## src/rtl/wb_regfile_if.sv

```systemverilog
// Writeback-stage bus: MEM/WB pipeline inputs, decode read ports, forwarding and retire-count outputs.
interface wb_regfile_if #(
   parameter int unsigned RET_CNT_W = 32
);
   logic                 instr_retired_wb_i;
   logic                 reg_wr_wb_i;
   logic                 mem_to_reg_wb_i;
   logic [4:0]           rd_wb_i;
   logic [31:0]          res_alu_wb_i;
   logic [31:0]          read_data_wb_i;
   logic [4:0]           rs_addr_wb_i;
   logic [4:0]           rt_addr_wb_i;
   logic [31:0]          rs_data_wb_o;
   logic [31:0]          rt_data_wb_o;
   logic                 wb_en_wb_o;
   logic [4:0]           wb_rd_wb_o;
   logic [31:0]          wb_data_wb_o;
   logic [RET_CNT_W-1:0] ret_cnt_wb_o;

   modport master (
      output instr_retired_wb_i, reg_wr_wb_i, mem_to_reg_wb_i, rd_wb_i,
             res_alu_wb_i, read_data_wb_i, rs_addr_wb_i, rt_addr_wb_i,
      input  rs_data_wb_o, rt_data_wb_o, wb_en_wb_o, wb_rd_wb_o,
             wb_data_wb_o, ret_cnt_wb_o
   );

   modport slave (
      input  instr_retired_wb_i, reg_wr_wb_i, mem_to_reg_wb_i, rd_wb_i,
             res_alu_wb_i, read_data_wb_i, rs_addr_wb_i, rt_addr_wb_i,
      output rs_data_wb_o, rt_data_wb_o, wb_en_wb_o, wb_rd_wb_o,
             wb_data_wb_o, ret_cnt_wb_o
   );
endinterface

```

## src/rtl/wb_regfile.sv

```systemverilog
// MIPS writeback stage: result select, 32x32 GPR file with write-before-read bypass,
// forwarding bus and retired-instruction counter.
module wb_regfile #(
   parameter int unsigned RET_CNT_W = 32,
   parameter int unsigned NUM_REGS  = 32
) (
   input  logic         clk,
   input  logic         reset,
   wb_regfile_if.slave  bus
);
   localparam int unsigned DATA_W = 32;
   localparam int unsigned ADDR_W = 5;

   logic [DATA_W-1:0]    regs [NUM_REGS];
   logic [RET_CNT_W-1:0] ret_cnt;
   logic [DATA_W-1:0]    wb_data;
   logic                 wb_en;

   // Writeback value and effective enable; r0 is never a legal target.
   always_comb begin
      wb_data = bus.mem_to_reg_wb_i ? bus.read_data_wb_i : bus.res_alu_wb_i;
      wb_en   = bus.instr_retired_wb_i & bus.reg_wr_wb_i & (bus.rd_wb_i != ADDR_W'(0));
   end

   function automatic logic [DATA_W-1:0] read_port(input logic [ADDR_W-1:0] addr);
      if (addr == ADDR_W'(0))
         return '0;
      else if (wb_en && (addr == bus.rd_wb_i))
         return wb_data;
      else
         return regs[addr];
   endfunction

   always_comb begin
      bus.rs_data_wb_o = read_port(bus.rs_addr_wb_i);
      bus.rt_data_wb_o = read_port(bus.rt_addr_wb_i);
      bus.wb_en_wb_o   = wb_en;
      bus.wb_rd_wb_o   = bus.rd_wb_i;
      bus.wb_data_wb_o = wb_data;
      bus.ret_cnt_wb_o = ret_cnt;
   end

   // Reset wins over any same-edge write or retire.
   always_ff @(posedge clk) begin
      if (reset) begin
         for (int unsigned i = 0; i < NUM_REGS; i++)
            regs[i] <= '0;
         ret_cnt <= '0;
      end else begin
         if (wb_en)
            regs[bus.rd_wb_i] <= wb_data;
         if (bus.instr_retired_wb_i)
            ret_cnt <= ret_cnt + RET_CNT_W'(1);
      end
   end
endmodule
```

## src/flat_wrapper.sv

```systemverilog
// flat-port wrapper written by rule: the top's interface ports become plain ports
module wb_regfile_flat 
#(
   parameter int unsigned RET_CNT_W = 32,
   parameter int unsigned NUM_REGS  = 32
)
  (clk, reset, bus_instr_retired_wb_i, bus_reg_wr_wb_i, bus_mem_to_reg_wb_i, bus_rd_wb_i, bus_res_alu_wb_i, bus_read_data_wb_i, bus_rs_addr_wb_i, bus_rt_addr_wb_i, bus_rs_data_wb_o, bus_rt_data_wb_o, bus_wb_en_wb_o, bus_wb_rd_wb_o, bus_wb_data_wb_o, bus_ret_cnt_wb_o);
  wb_regfile_if #(.RET_CNT_W(RET_CNT_W)) bus_i ();
  input  logic clk;
  input  logic reset;
  input wire logic [$bits(bus_i.instr_retired_wb_i)-1:0] bus_instr_retired_wb_i;
  input wire logic [$bits(bus_i.reg_wr_wb_i)-1:0] bus_reg_wr_wb_i;
  input wire logic [$bits(bus_i.mem_to_reg_wb_i)-1:0] bus_mem_to_reg_wb_i;
  input wire logic [$bits(bus_i.rd_wb_i)-1:0] bus_rd_wb_i;
  input wire logic [$bits(bus_i.res_alu_wb_i)-1:0] bus_res_alu_wb_i;
  input wire logic [$bits(bus_i.read_data_wb_i)-1:0] bus_read_data_wb_i;
  input wire logic [$bits(bus_i.rs_addr_wb_i)-1:0] bus_rs_addr_wb_i;
  input wire logic [$bits(bus_i.rt_addr_wb_i)-1:0] bus_rt_addr_wb_i;
  output wire logic [$bits(bus_i.rs_data_wb_o)-1:0] bus_rs_data_wb_o;
  output wire logic [$bits(bus_i.rt_data_wb_o)-1:0] bus_rt_data_wb_o;
  output wire logic [$bits(bus_i.wb_en_wb_o)-1:0] bus_wb_en_wb_o;
  output wire logic [$bits(bus_i.wb_rd_wb_o)-1:0] bus_wb_rd_wb_o;
  output wire logic [$bits(bus_i.wb_data_wb_o)-1:0] bus_wb_data_wb_o;
  output wire logic [$bits(bus_i.ret_cnt_wb_o)-1:0] bus_ret_cnt_wb_o;
  assign bus_i.instr_retired_wb_i = bus_instr_retired_wb_i;
  assign bus_i.reg_wr_wb_i = bus_reg_wr_wb_i;
  assign bus_i.mem_to_reg_wb_i = bus_mem_to_reg_wb_i;
  assign bus_i.rd_wb_i = bus_rd_wb_i;
  assign bus_i.res_alu_wb_i = bus_res_alu_wb_i;
  assign bus_i.read_data_wb_i = bus_read_data_wb_i;
  assign bus_i.rs_addr_wb_i = bus_rs_addr_wb_i;
  assign bus_i.rt_addr_wb_i = bus_rt_addr_wb_i;
  assign bus_rs_data_wb_o = bus_i.rs_data_wb_o;
  assign bus_rt_data_wb_o = bus_i.rt_data_wb_o;
  assign bus_wb_en_wb_o = bus_i.wb_en_wb_o;
  assign bus_wb_rd_wb_o = bus_i.wb_rd_wb_o;
  assign bus_wb_data_wb_o = bus_i.wb_data_wb_o;
  assign bus_ret_cnt_wb_o = bus_i.ret_cnt_wb_o;
  wb_regfile #(.RET_CNT_W(RET_CNT_W), .NUM_REGS(NUM_REGS)) u_core (.clk(clk), .reset(reset), .bus(bus_i));
endmodule
```

## config.mk

```make
export PLATFORM = sky130hd
export DESIGN_NAME = wb_regfile_flat
export DESIGN_NICKNAME = d
export VERILOG_FILES = /design/src/rtl/wb_regfile_if.sv /design/src/rtl/wb_regfile.sv /design/src/flat_wrapper.sv
export SDC_FILE = /design/constraint.sdc
export NUM_CORES = 2
export LEC_CHECK = 0
export CAP_MARGIN = 20
export CORE_AREA = 2 2 434 436
export CTS_CLUSTER_DIAMETER = 40
export DETAILED_ROUTE_END_ITERATION = 12
export DIE_AREA = 0 0 436 438
export DONT_BUFFER_PORTS = 1
export PLACE_DENSITY_LB_ADDON = 0.12
export SETUP_SLACK_MARGIN = 0.1
export SYNTH_ARGS = -nofsm -noshare
export SYNTH_HDL_FRONTEND = slang
export SYNTH_SLANG_ARGS = --single-unit
```

## constraint.sdc

```tcl
create_clock -name clk -period 7.95 [get_ports clk]
set_input_delay 1.59 -clock clk [delete_from_list [all_inputs] [get_ports clk]]
set_output_delay 1.59 -clock clk [all_outputs]
set_load 0.1 [all_outputs]
```

==> flow_summary.toml <==
[setup_path]
worstSetupPathType = "primary input to output pin"
rr_worst_depth = 7
worst_setup_path_end_kind = "output pin"
crit_buf_inv = 1
path_depth = 7
required_ns = 6.36
crit_start = "bus_rt_addr_wb_i[0]"
cpMaxStageDelayCell = "a21oi_1"
endpoint = "bus_rt_data_wb_o[6]"
crit_path_max_incr_delay_ns = 0.85
crit_path_start_kind = "primary input"
reg2reg_slack_ns = 5.01
reg2reg_from = "u_core.bus.ret_cnt_wb_o[0]"
path_max_fanout = 293
path_cells = "mux4_1, nand2_1, and3_1, a21oi_1, o22ai_1, a211oi_4, buf_4"
critPathTopFamily = "compound AO/OA/AOI/OAI gates"
worstReg2RegEnd = "u_core.bus.ret_cnt_wb_o[20]"
worst_ep_arrival_time_ns = 5.31

[yosys]
ys_seq_elements = 1056
synth_edf_count = 1024
synth_flop_cell = "edfxtp_1"
synthArstFlopShare = 0
ys_warn_count = 0
synth_cell_types = 66
syn_area_sq_um = 55600
syn_area_per_cell_sq_um = 13.6
yosysSeqAreaShare = 0.564
syn_inst = 4101

[floorplanning]
rows = 159
initial_utilization = 0.298
die_w_microns = 436
core_sq_um = 187000
ioPinCount = 218
die-height_microns = 438
dieArea_sq_um = 191000

[clocking]
root_buffer = "clkbuf_16"
clock_sinks = 1056
cts_tree = "yes"
cts_hold_buf = 0
ctsLongestPathBuffers = 3
post_cts_resized = 0
htree_levels = 4
numCtsBuffers = 192
clkLatencyLatePin_ns = 0.82
path_clk_slew_ns = 0.05
post_cts_buffers = 0

[global_routing]
grt_max_degree = 349
grtUsageTotal = 0.242
grt_pass1_wl_mm = 323
antenna_found_initial = 8
grt-ovfl-total = 0
first_global_vias = 38700

[sta]
maxSlewViolCount = 275
fin_crit_ns = 6.90
fin_crit_sh = 0.868
finalSetupViolCount = 0
worstMarginPinSlew_ns = 1.93
rsz0062_at_grt = "no"
finalHoldViolCount = 0
setup_ws_ns = 1.05
clock_skew_ns = 0.00623
maxSlewHeadroom = -0.288
fmax_mhz = 145

[drt]
drt_iter0_drc = 3853
wire_per_inst_microns = 34.8
dr.pass1.iters = 6
dr_total_vias = 37700
drc = 0
postRouteAntennaNets = 0
viasPerCell = 5.59
wl_mm = 234

[finish]
layout.nets = 4168
syn2layout_area_growth_pct = 18.5
fill_cells = 18000
seq_area_sq_um = 31400
drive_gt1_frac = 0.253
multi_input_area_sq_um = 23000

[pwr]
clockPowerShare = 0.498
p_sw_w = 0.00468
p_int_w = 0.0127
cellPowerDensity_nw_per_um2 = 264
p_leak_nw = 23.1
combPwrFrac = 0.126
peakVddDrop_v = 0.000190
sw_frac_of_total = 0.269
pwr-share-seq = 0.376
power.total_w = 0.0174

[worst_hold_path]
whs_path_depth = 4
hp-class = "flop to flop"

[outcome]
status = "finished, violations left"
violations = "slew limit"

[placed_design]
port_buffers = 0
place_hpwl_mm = 129
gp_congestion = 0.788
detailedPlace.worstSlack_ns = 1.46

[flow_run]
drv_cap = 0
[layout by cell type, fill, tap and decap left out, types with 16 or more instances in the layout]
cell           n
nor2_1      1067
mux4_1        33
inv_6         16
a211oi_4      28
o21ai_0       46
nand2b_2      32
and3_1        27
a221oi_1      74
clkinv_1      27
dfxtp_1       32
nand3_1       35
clkinv_2      31
buf_4        185
xor2_1        29
a221o_1       27
clkinvlp_4    22
bufinv_16     34
inv_1         35
nand2_1       93
nand2_2       31
mux2i_1      274
a211oi_1      18
a22oi_1       46
a21oi_1       74
clkbuf_16    195
mux4_2       387
nor3_1        16
o22ai_1       25
edfxtp_1    1024
conb_1        32
mux2i_4       32
clkbuf_1      21
[synthesized netlist by cell type, types with 9 or more instances]
cell / n / area (sq um)
a211oi_1: 46 / 345
a21oi_1: 82 / 410
a221o_1: 27 / 270
a221oi_1: 75 / 657
a22oi_1: 46 / 345
and3_1: 27 / 169
buf_1: 14 / 52.6
buf_12: 13 / 260
buf_2: 67 / 335
buf_4: 32 / 240
buf_6: 36 / 405
clkbuf_1: 261 / 980
dfxtp_1: 32 / 641
edfxtp_1: 1024 / 30700
inv_1: 39 / 146
mux2i_1: 306 / 3060
mux4_1: 33 / 867
mux4_2: 387 / 8720
nand2_1: 124 / 465
nand2b_1: 37 / 231
nand3_1: 35 / 175
nand4_1: 13 / 81.3
nor2_1: 1069 / 4010
nor2b_1: 20 / 125
nor3_1: 16 / 80.1
o211ai_1: 10 / 75.1
o21ai_0: 52 / 260
o21ai_1: 12 / 60.1
o22ai_1: 33 / 206
xnor2_1: 9 / 78.8
xor2_1: 29 / 254
[cell type report]
cell class / instances / area share
sequential: 1056 / 0.476
inverter: 39 / 0.00228
antenna: 1 / 0.0000380
tap: 2495 / 0.0474
multi-input combinational: 2605 / 0.349
timing repair buffer: 189 / 0.0224
clock buffer: 216 / 0.0752
clock inverter: 146 / 0.0271
[power by group through the flow]
| stage | logic, W | clock network, W | registers, W |
|---|---|---|---|
| after floorplan | 0.00162 | 0 | 0.00660 |
| after global placement | 0.00218 | 0 | 0.00664 |
| after detailed placement | 0.00218 | 0 | 0.00665 |
| after CTS | 0.00219 | 0.00877 | 0.00655 |
| after global routing | 0.00225 | 0.00899 | 0.00658 |
| final | 0.00220 | 0.00867 | 0.00655 |
[metal layers]
layer	part of all wire	vias to the layer above	global-route usage	routed length (microns)
met5	0.00026	-	0	61
met3	0.056	396	0.0350	13200
met1	0.41	20200	0.312	96100
li1	-	15600	-	-
met4	0.038	4	0.0929	8890
met2	0.50	1504	0.410	116000
[worst reg2reg max path: stages (launching register included)]
cell     delay [ns]
dfxtp_1        1.01
ha_1           0.33
nand3_1        0.16
or3_1          0.54
nor2_1         0.35
nand4_1        0.16
xor2_1         0.21
nor2_1         0.12
[cell families (layout without fill, tap and decap cells)]
group / Yosys count / in the layout / synth area share
xor+xnor: 38 / 38 / 0.00598
fa+ha+maj: 1 / 1 / 0.000225
buf+inv: 471 / 590 / 0.0457
simple gates: 1375 / 1375 / 0.101
flops: 1056 / 1056 / 0.564
mux: 728 / 728 / 0.228
other cells: 1 / 33 / 0.0000674
compound gates: 431 / 431 / 0.0549
[sequential cells by signal, summed over array words and instances (netlist names)]
register and count:
u_core.regs 1024, u_core.bus.ret_cnt_wb_o 32
[per-stage QoR]
step | cell area (sq um) | util | std cells | hold slack, ns | setup TNS (ns)
floorplan | 55900 | - | 4132 | 0.960 | -0.252
global placement | 59100 | 0.317 | 6383 | 0.791 | 0
CTS | 65900 | 0.353 | 6746 | 0.810 | 0
finish | 65900 | 0.353 | 6747 | 0.807 | 0
global route | 65900 | 0.353 | 6746 | 0.833 | 0
detailed placement | 59200 | 0.317 | 6384 | 0.802 | 0
[worst min-delay path by stage]
stage	from	endpoint	slack (ns)
3_5_place_dp	u_core.bus.ret_cnt_wb_o[6]	u_core.bus.ret_cnt_wb_o[6]	0.80
3_3_place_gp	u_core.bus.ret_cnt_wb_o[10]	u_core.bus.ret_cnt_wb_o[11]	0.79
6_report	u_core.bus.ret_cnt_wb_o[10]	u_core.bus.ret_cnt_wb_o[11]	0.81
2_1_floorplan	u_core.bus.ret_cnt_wb_o[12]	u_core.bus.ret_cnt_wb_o[12]	0.96
5_1_grt	u_core.bus.ret_cnt_wb_o[8]	u_core.bus.ret_cnt_wb_o[8]	0.83
4_1_cts	u_core.bus.ret_cnt_wb_o[10]	u_core.bus.ret_cnt_wb_o[11]	0.81
Note: power is estimated with default switching activity, not from simulation.
